[config.mk]
export PLATFORM = sky130hd
export DESIGN_NAME = timing_sequencer
export DESIGN_NICKNAME = d
export VERILOG_FILES = /design/src/rtl/timing_sequencer_pkg.sv /design/src/rtl/timing_sequencer_decoder_n.sv /design/src/rtl/timing_sequencer.sv
export SDC_FILE = /design/constraint.sdc
export NUM_CORES = 1
export LEC_CHECK = 0
export CAP_MARGIN = 15
export CORE_MARGIN = 1.5
export CORE_UTILIZATION = 37
export CTS_CLUSTER_DIAMETER = 150
export DETAILED_ROUTE_END_ITERATION = 7
export PLACE_DENSITY = 0.73
export SLEW_MARGIN = 0
export SYNTH_ARGS = -nofsm -noshare
export SYNTH_HDL_FRONTEND = slang
export SYNTH_HIERARCHICAL = 1
export SYNTH_SLANG_ARGS = --single-unit
[constraint.sdc]
create_clock -name clk -period 2.07 [get_ports clk]
set_clock_uncertainty 0.15 [all_clocks]
set_input_delay 0.414 -clock clk [delete_from_list [all_inputs] [get_ports clk]]
set_output_delay 0.414 -clock clk [all_outputs]
set_load 0.02 [all_outputs]
[src/rtl/timing_sequencer_pkg.sv]
// Shared constants and helpers for the timing sequencer.
// Pure declarations: no latency, no flow control.
package timing_sequencer_pkg;

    localparam int SC_WIDTH_DEF = 4;

    function automatic logic [(1<<SC_WIDTH_DEF)-1:0] onehot(input logic [SC_WIDTH_DEF-1:0] v);
        onehot    = '0;
        onehot[v] = 1'b1;
    endfunction

endpackage

[src/rtl/timing_sequencer_decoder_n.sv]
// Combinational N-to-2**N one-hot decoder with enable.
// Zero latency; no backpressure (pure logic).
module decoder_n #(
    parameter int N = 4
) (
    input  logic               i_en,
    input  logic [N-1:0]       i_sel,
    output logic [(1<<N)-1:0]  o_dec
);

    always_comb begin
        o_dec = '0;
        if (i_en) begin
            o_dec[i_sel] = 1'b1;
        end
    end

endmodule

[src/rtl/timing_sequencer.sv]
// Sequence counter with run flip-flop and registered one-hot T0..T(N-1) decode.
// t_out registered from next-state so it aligns with sc_out; no backpressure.
module timing_sequencer
    import timing_sequencer_pkg::*;
#(
    parameter int SC_WIDTH  = SC_WIDTH_DEF,
    parameter int MAX_COUNT = (1 << SC_WIDTH) - 1
) (
    input  logic                       clk,
    input  logic                       rst_n,
    input  logic                       start,
    input  logic                       stop,
    input  logic                       clr,
    input  logic                       inc,
    input  logic                       load,
    input  logic [SC_WIDTH-1:0]        load_val,
    output logic [SC_WIDTH-1:0]        sc_out,
    output logic [(1<<SC_WIDTH)-1:0]   t_out,
    output logic                       running,
    output logic                       wrap,
    output logic                       load_err
);

    localparam int                 NT      = 1 << SC_WIDTH;
    localparam logic [SC_WIDTH-1:0] MAX_VAL = SC_WIDTH'(MAX_COUNT);

    logic [SC_WIDTH-1:0] r_sc;
    logic                r_run;
    logic [NT-1:0]       r_t;
    logic                r_wrap;
    logic                r_lerr;

    logic [SC_WIDTH-1:0] w_sc_next;
    logic                w_run_next;
    logic                w_wrap_next;
    logic                w_lerr_next;
    logic [NT-1:0]       w_t_next;

    assign w_run_next = stop ? 1'b0 : (start ? 1'b1 : r_run);

    // Increment qualifies on the current run state, so stop+inc still counts.
    always_comb begin
        w_sc_next   = r_sc;
        w_wrap_next = 1'b0;
        w_lerr_next = 1'b0;
        if (clr) begin
            w_sc_next = '0;
        end else if (load) begin
            if (load_val > MAX_VAL) begin
                w_lerr_next = 1'b1;
            end else begin
                w_sc_next = load_val;
            end
        end else if (inc && r_run) begin
            if (r_sc == MAX_VAL) begin
                w_sc_next   = '0;
                w_wrap_next = 1'b1;
            end else begin
                w_sc_next = r_sc + 1'b1;
            end
        end
    end

    decoder_n #(
        .N(SC_WIDTH)
    ) u_dec (
        .i_en  (w_run_next),
        .i_sel (w_sc_next),
        .o_dec (w_t_next)
    );

    always_ff @(posedge clk or negedge rst_n) begin
        if (!rst_n) begin
            r_sc   <= '0;
            r_run  <= 1'b0;
            r_t    <= '0;
            r_wrap <= 1'b0;
            r_lerr <= 1'b0;
        end else begin
            r_sc   <= w_sc_next;
            r_run  <= w_run_next;
            r_t    <= w_t_next;
            r_wrap <= w_wrap_next;
            r_lerr <= w_lerr_next;
        end
    end

    assign sc_out   = r_sc;
    assign t_out    = r_t;
    assign running  = r_run;
    assign wrap     = r_wrap;
    assign load_err = r_lerr;

endmodule

==> results of run 1 <==
final cells by class:
cell class / instances / area [sq um]
fillers: 180 / 737
clock buffers: 4 / 36.3
flip-flops and latches: 22 / 551
repair buffers: 40 / 380
multi-input cells: 46 / 304
well taps: 27 / 33.8
per-stage QoR:
| step | hold slack, ps | std cells | area, sq um |
|---|---|---|---|
| 4_1_cts | 289 | 139 | 1280 |
| 3_3_place_gp | 416 | 135 | 1240 |
| 2_1_floorplan | -31.6 | 70 | 837 |
| 5_1_grt | 312 | 139 | 1310 |
| 6_report | 280 | 139 | 1310 |
| 3_5_place_dp | 436 | 135 | 1240 |
power by group:
part	leakage, nW	total (mW)	switching (mW)	internal, mW
logic	0.248	0.132	0.0656	0.0663
clock network	0.0210	0.230	0.123	0.107
registers	0.302	0.449	0.00835	0.440
synthesized netlist by cell type, types with 2 or more instances:
library cell  instances
nand3_1               2
nor3_1                3
nand3b_1              3
nor2_1               17
xnor2_1               2
nand2_1               3
nand2b_1              2
dfrtp_1              22
mux2i_1               2
timing repair:
action | 4_1_cts | 5_1_grt
endpoints found under the setup margin | 0 | 9
hold buffers | 0 | 0
resized for setup | 0 | 7
buffers inserted | 0 | 0
hold endpoints to repair | 0 | 0
registers in the layout, summed over array words and instances, names as in the netlist:
signal	flops
t_out	16
sc_out	4
running	1
wrap	1
placed cells by master, fill, tap and decap left out:
| cell | n |
|---|---|
| nand3_1 | 2 |
| clkbuf_4 | 3 |
| clkdlybuf4s50_1 | 32 |
| nand2_2 | 1 |
| nor4_1 | 1 |
| mux2i_1 | 2 |
| nand2b_1 | 1 |
| mux2_2 | 1 |
| nor2_2 | 2 |
| o41ai_1 | 1 |
| nor3_4 | 1 |
| nand3b_1 | 3 |
| nand2b_2 | 1 |
| or3_1 | 1 |
| buf_4 | 8 |
| nor2_1 | 15 |
| or3b_4 | 1 |
| xor2_1 | 1 |
| nor3_1 | 2 |
| nand4_1 | 1 |
| clkbuf_8 | 1 |
| a21oi_4 | 1 |
| ha_1 | 1 |
| xnor2_1 | 2 |
| nand2_1 | 2 |
| nor3_2 | 1 |
| dfrtp_1 | 22 |
| conb_1 | 1 |
| and2_4 | 1 |
routing by layer:
metal,track usage,vias up
li1,-,315
met1,0.205,314
met2,0.252,27
met3,0.0357,5
met4,0.0811,0
met5,0,-
critical path: cells and delay by family:
kind | cells | cell delay (ps)
AND/OR/NAND/NOR | 4 | 800
buffers and inverters | 2 | 640
XOR/XNOR | 1 | 150
AO/OA/AOI/OAI | 1 | 80
worst min path at each step:
stage / from / end / slack [ps] / depth (start not counted)
finish: rst_n / t_out[9]$_DFF_PN0_ / 280 / 2
global route: rst_n / t_out[14]$_DFF_PN0_ / 310 / 2
CTS: rst_n / t_out[14]$_DFF_PN0_ / 290 / 2
detailed placement: sc_out[3]$_DFF_PN0_ / wrap$_DFF_PN0_ / 440 / 2
global placement: sc_out[3]$_DFF_PN0_ / wrap$_DFF_PN0_ / 420 / 2
floorplan: rst_n / running$_DFF_PN0_ / -30 / 0
kinds of logic (layout without fill, tap and decap cells):
kind of cell | count (synthesis) | count (layout) | synth area share
AO/OA/AOI/OAI | 2 | 2 | 0.0165
XOR/XNOR | 3 | 3 | 0.0315
adder cells (fa/ha/maj) | 1 | 1 | 0.0150
buffers and inverters | 2 | 44 | 0.0135
flip-flops | 22 | 22 | 0.661
multiplexers | 3 | 3 | 0.0375
other | 1 | 1 | 0.00450
AND/OR/NAND/NOR | 36 | 36 | 0.221
==> results.yml, run 1 <==
clock_network:
  htreeDepth: 1
  cts_buffer_depth: 2
  clk_pin_slew_ps: 110
  cts_tree: "yes"
  clock_latency_ps: 300
  cts-buffers-inserted: 3
  root_buffer: "clkbuf_4"
  cts.sinks: 22
synthesis:
  yosysSeqAreaShare: 0.661
  synthCells: 70
  yosysTopAreaCellShare: 0.661
  syn_area_per_cell_sq_um: 11.9
  yosysTopAreaCell: "dfrtp_1"
  netlist_area_sq_um: 833
  synth_edf_count: 0
  synth.net_count: 82
  ys_types: 23
  synthTopCellsByArea: "dfrtp_1, nor2_1, nand3b_1, mux2i_1, xnor2_1"
  ys_ff_latch: 22
  synthArstFlopShare: 1.00
  yosysWarnings: 6
  synthFlopType: "dfrtp_1"
floorplanning:
  core_sq_um: 2040
  die_w_um: 50.5
  die_area_sq_um: 2550
  ios: 34
  rows: 16
  initial_core_util: 0.408
  die_h_um: 50.5
routing:
  met3_length_um: 134
  drt_pre_antenna_iters: 4
  wl_per_cell_um: 13.2
  drt.antenna.violating_nets: 0
  vias_per_cell: 4.76
  met1_length_um: 782
  wirelength_um: 1830
  num_vias: 661
  wl_met2_um: 873
  highest_layer: "met4"
  drt-initial-drc-count: 12
  drc_errors: 0
critical_path:
  r2r_start: "sc_out[0]$_DFF_PN0_"
  slowest_delay_ps: 480
  slowest_stage: "clkdlybuf4s50_1"
  critical_path_class: "in2reg"
  critPathLaunchType: "input port"
  crit_path_end_kind: "flip-flop"
  critPathMaxFanout: 5
  crit_start: "inc"
  arrival_ps: 2100
  r2r_slack_ps: 120
  rr_endpoint: "t_out[13]$_DFF_PN0_"
  worstPathRequired_ps: 2160
  r2r_cells: 7
  worstPathCellList: "clkdlybuf4s50_1, and2_4, nand4_1, xor2_1, o41ai_1, buf_4, or3b_4, nor3_4"
  crit_end: "t_out[0]$_DFF_PN0_"
timing:
  setup_violations: 0
  max_freq_ghz: 0.498
  drv_slew: 0
  rsz0062_at_grt: "true"
  fin_ws_ps: 60.8
  tns_ps: 0
  hold_viol: 0
  finalCritPeriodShare: 0.971
  min_period_ps: 2010
place:
  dp_hpwl_um: 1320
  port_buffers: 32
  dpl_worst_slack_ps: -264
  gp_congestion: 0.779
finish:
  area_delta_synth_final_pct: 56.6
  antennaDiodeCount: 0
  layout.nets: 125
  drive_above_1_share: 0.196
  utilization: 0.639
power:
  ir_drop_mv: 0.483
  leakagePower_nw: 0.571
  power_density_nw_per_um2: 621
  finalPower_uw: 811
global_routing:
  antenna_found_initial: 0
  grt_pass1_vias: 656
  grt-ovfl-total: 0
  grt_use_total: 0.160
  grt_max_degree: 23
  grt_pass1_wl_um: 2990
status:
  status: "finished clean"
flow_run:
  maxCapViolCount: 0
worst_hold_path:
  min_path_type: "in2async"
Power figures use the tool's default switching activity.
==> run 2, diff against run 1 <==
PLACE_DENSITY = default   (was 0.73)
PLACE_DENSITY_LB_ADDON = 0.05   (was default)
==> run 2 against run 1 <==
Total power decreased by 5.0%. Die area unchanged. Cell count is 2.9% higher. Setup slack gained 8.8 ps. Cell area increased by 2.9%. Hold slack gained 23 ps. Combinational power increased by 8%. Global-route usage decreased by 0.13 points. Clock-buffer cell count shrank 1.
==> results.yml, run 2 (same netlist as run 1, synthesis figures left out) <==
floorplanning:
  die_h_um: 50.5
  core_sq_um: 2040
  die_area_sq_um: 2550
  rows: 16
  initial_core_util: 0.408
  ios: 34
  die_w_um: 50.5
finish:
  multiInputGateArea_sq_um: 315
  drive_above_1_share: 0.241
  layout.nets: 130
  layout_commonest_cell: "clkdlybuf4s50_1"
  final_cell_mix: "clkdlybuf4s50_1, dfrtp_1, nor2_1, buf_4"
  antennaDiodeCount: 0
  fin_cells: 143
  fillers: 181
  largest_register_ffs: 16
  fin_area_sq_um: 1340
  area_delta_synth_final_pct: 61.1
  seq_area_sq_um: 551
global_routing:
  grt-ovfl-total: 0
  grt_max_degree: 23
  grt_pass1_wl_um: 2970
  grt_use_total: 0.158
  grt_pass1_vias: 640
  antenna_found_initial: 0
power:
  power_density_nw_per_um2: 573
  comb_power_share: 0.186
  leakagePower_nw: 0.605
  ir_drop_mv: 0.590
  seqPwrFrac: 0.582
  switchingPower_uw: 188
  netSwitchingFraction: 0.244
  clock_power_share: 0.232
  p_int_uw: 582
clock_network:
  cts-buffers-inserted: 3
  cts.sinks: 22
  htreeDepth: 1
  cts_tree: "yes"
  cts_buffer_depth: 2
  clk_pin_slew_ps: 100
  root_buffer: "clkbuf_4"
  clock_latency_ps: 290
critical_path:
  r2r_slack_ps: 130
  critical_path_class: "reg2out"
  r2r_start: "sc_out[0]$_DFF_PN0_"
  slowest_stage: "clkdlybuf4s50_1"
  crit_start: "sc_out[0]$_DFF_PN0_"
  worstPathRequired_ps: 1510
  critPathLaunchType: "flip-flop"
  slowest_delay_ps: 590
  r2r_cells: 8
  crit_path_end_kind: "output port"
  rr_endpoint: "t_out[4]$_DFF_PN0_"
  critPathMaxFanout: 3
  worstPathCellList: "buf_4, clkdlybuf4s50_1"
  crit_end: "sc_out[0]"
  arrival_ps: 1440
place:
  placed_cells: 137
  dpl-instance-area_sq_um: 1250
  port_buffers: 32
  gp_congestion: 0.714
  dp_hpwl_um: 1400
timing:
  min_period_ps: 2000
  drv_slew: 0
  hold_viol: 0
  finalCritPeriodShare: 0.966
  setup_violations: 0
  worst_pin_slew_ps: 505
  max_freq_ghz: 0.500
  relSlewSlack: 0.662
routing:
  drc_errors: 0
  wirelength_um: 1860
  drt-initial-drc-count: 14
  vias_per_cell: 4.79
  wl_per_cell_um: 13.0
  drt_pre_antenna_iters: 4
  num_vias: 685
  drt.antenna.violating_nets: 0
flow_run:
  maxCapViolCount: 0
status:
  status: "finished clean"
worst_hold_path:
  min_path_type: "in2async"
-- run 2: critical path: cells and delay by family (launching register included) --
| family | cells | cell delay (ps) |
|---|---|---|
| buffers and inverters | 2 | 740 |
| flip-flops | 1 | 400 |
-- run 2: timing repair --
item | CTS | global route
hold buffers | 0 | 0
setup buffers | 0 | 3
resized for setup | 0 | 9
setup endpoints to repair | 0 | 16
-- run 2: stage by stage --
stage                     hold WS (ps)  setup TNS [ps]  setup WS [ps]  total power [mW]  utilization
after floorplan                  -31.6               0           47.3             0.511            -
after global placement             421           -3280           -242             0.584        0.615
after detailed placement           440           -4280           -298             0.586        0.615
after CTS                          302               0           2.35             0.765        0.626
after global routing               301           -12.0          -12.0             0.809        0.657
final                              303               0           69.6             0.770        0.657
-- run 2: area by class of cell --
class                      instances  area share
clock buffer                       3      0.0168
multi-input combinational         46       0.235
sequential                        22       0.410
tap                               27      0.0252
timing repair buffer              45       0.313
-- run 2: power groups by stage --
stage	Sequential [mW]	Clock, mW	Combinational [mW]
final	0.448	0.179	0.143
after CTS	0.449	0.187	0.129
after floorplan	0.470	0	0.0410
after global routing	0.449	0.205	0.155
after global placement	0.456	0	0.128
after detailed placement	0.457	0	0.129
-- run 2: how the worst min path moves through the flow --
stage                   startpoint                   to  cells past startpoint
2_1_floorplan                rst_n    running$_DFF_PN0_                      0
3_3_place_gp   sc_out[3]$_DFF_PN0_       wrap$_DFF_PN0_                      2
3_5_place_dp   sc_out[3]$_DFF_PN0_       wrap$_DFF_PN0_                      2
4_1_cts                      rst_n  sc_out[2]$_DFF_PN0_                      2
5_1_grt                      rst_n   t_out[8]$_DFF_PN0_                      2
6_report                     rst_n  sc_out[3]$_DFF_PN0_                      2
-- run 2: per-layer routing --
| metal | wire length, um | share of wire | vias to the layer above | global-route usage |
|---|---|---|---|---|
| li1 | - | - | 324 | - |
| met1 | 793 | 0.43 | 339 | 0.211 |
| met2 | 961 | 0.52 | 20 | 0.252 |
| met3 | 94 | 0.050 | 2 | 0.0476 |
| met4 | 14 | 0.0075 | 0 | 0.0405 |
| met5 | 0 | 0 | - | 0 |
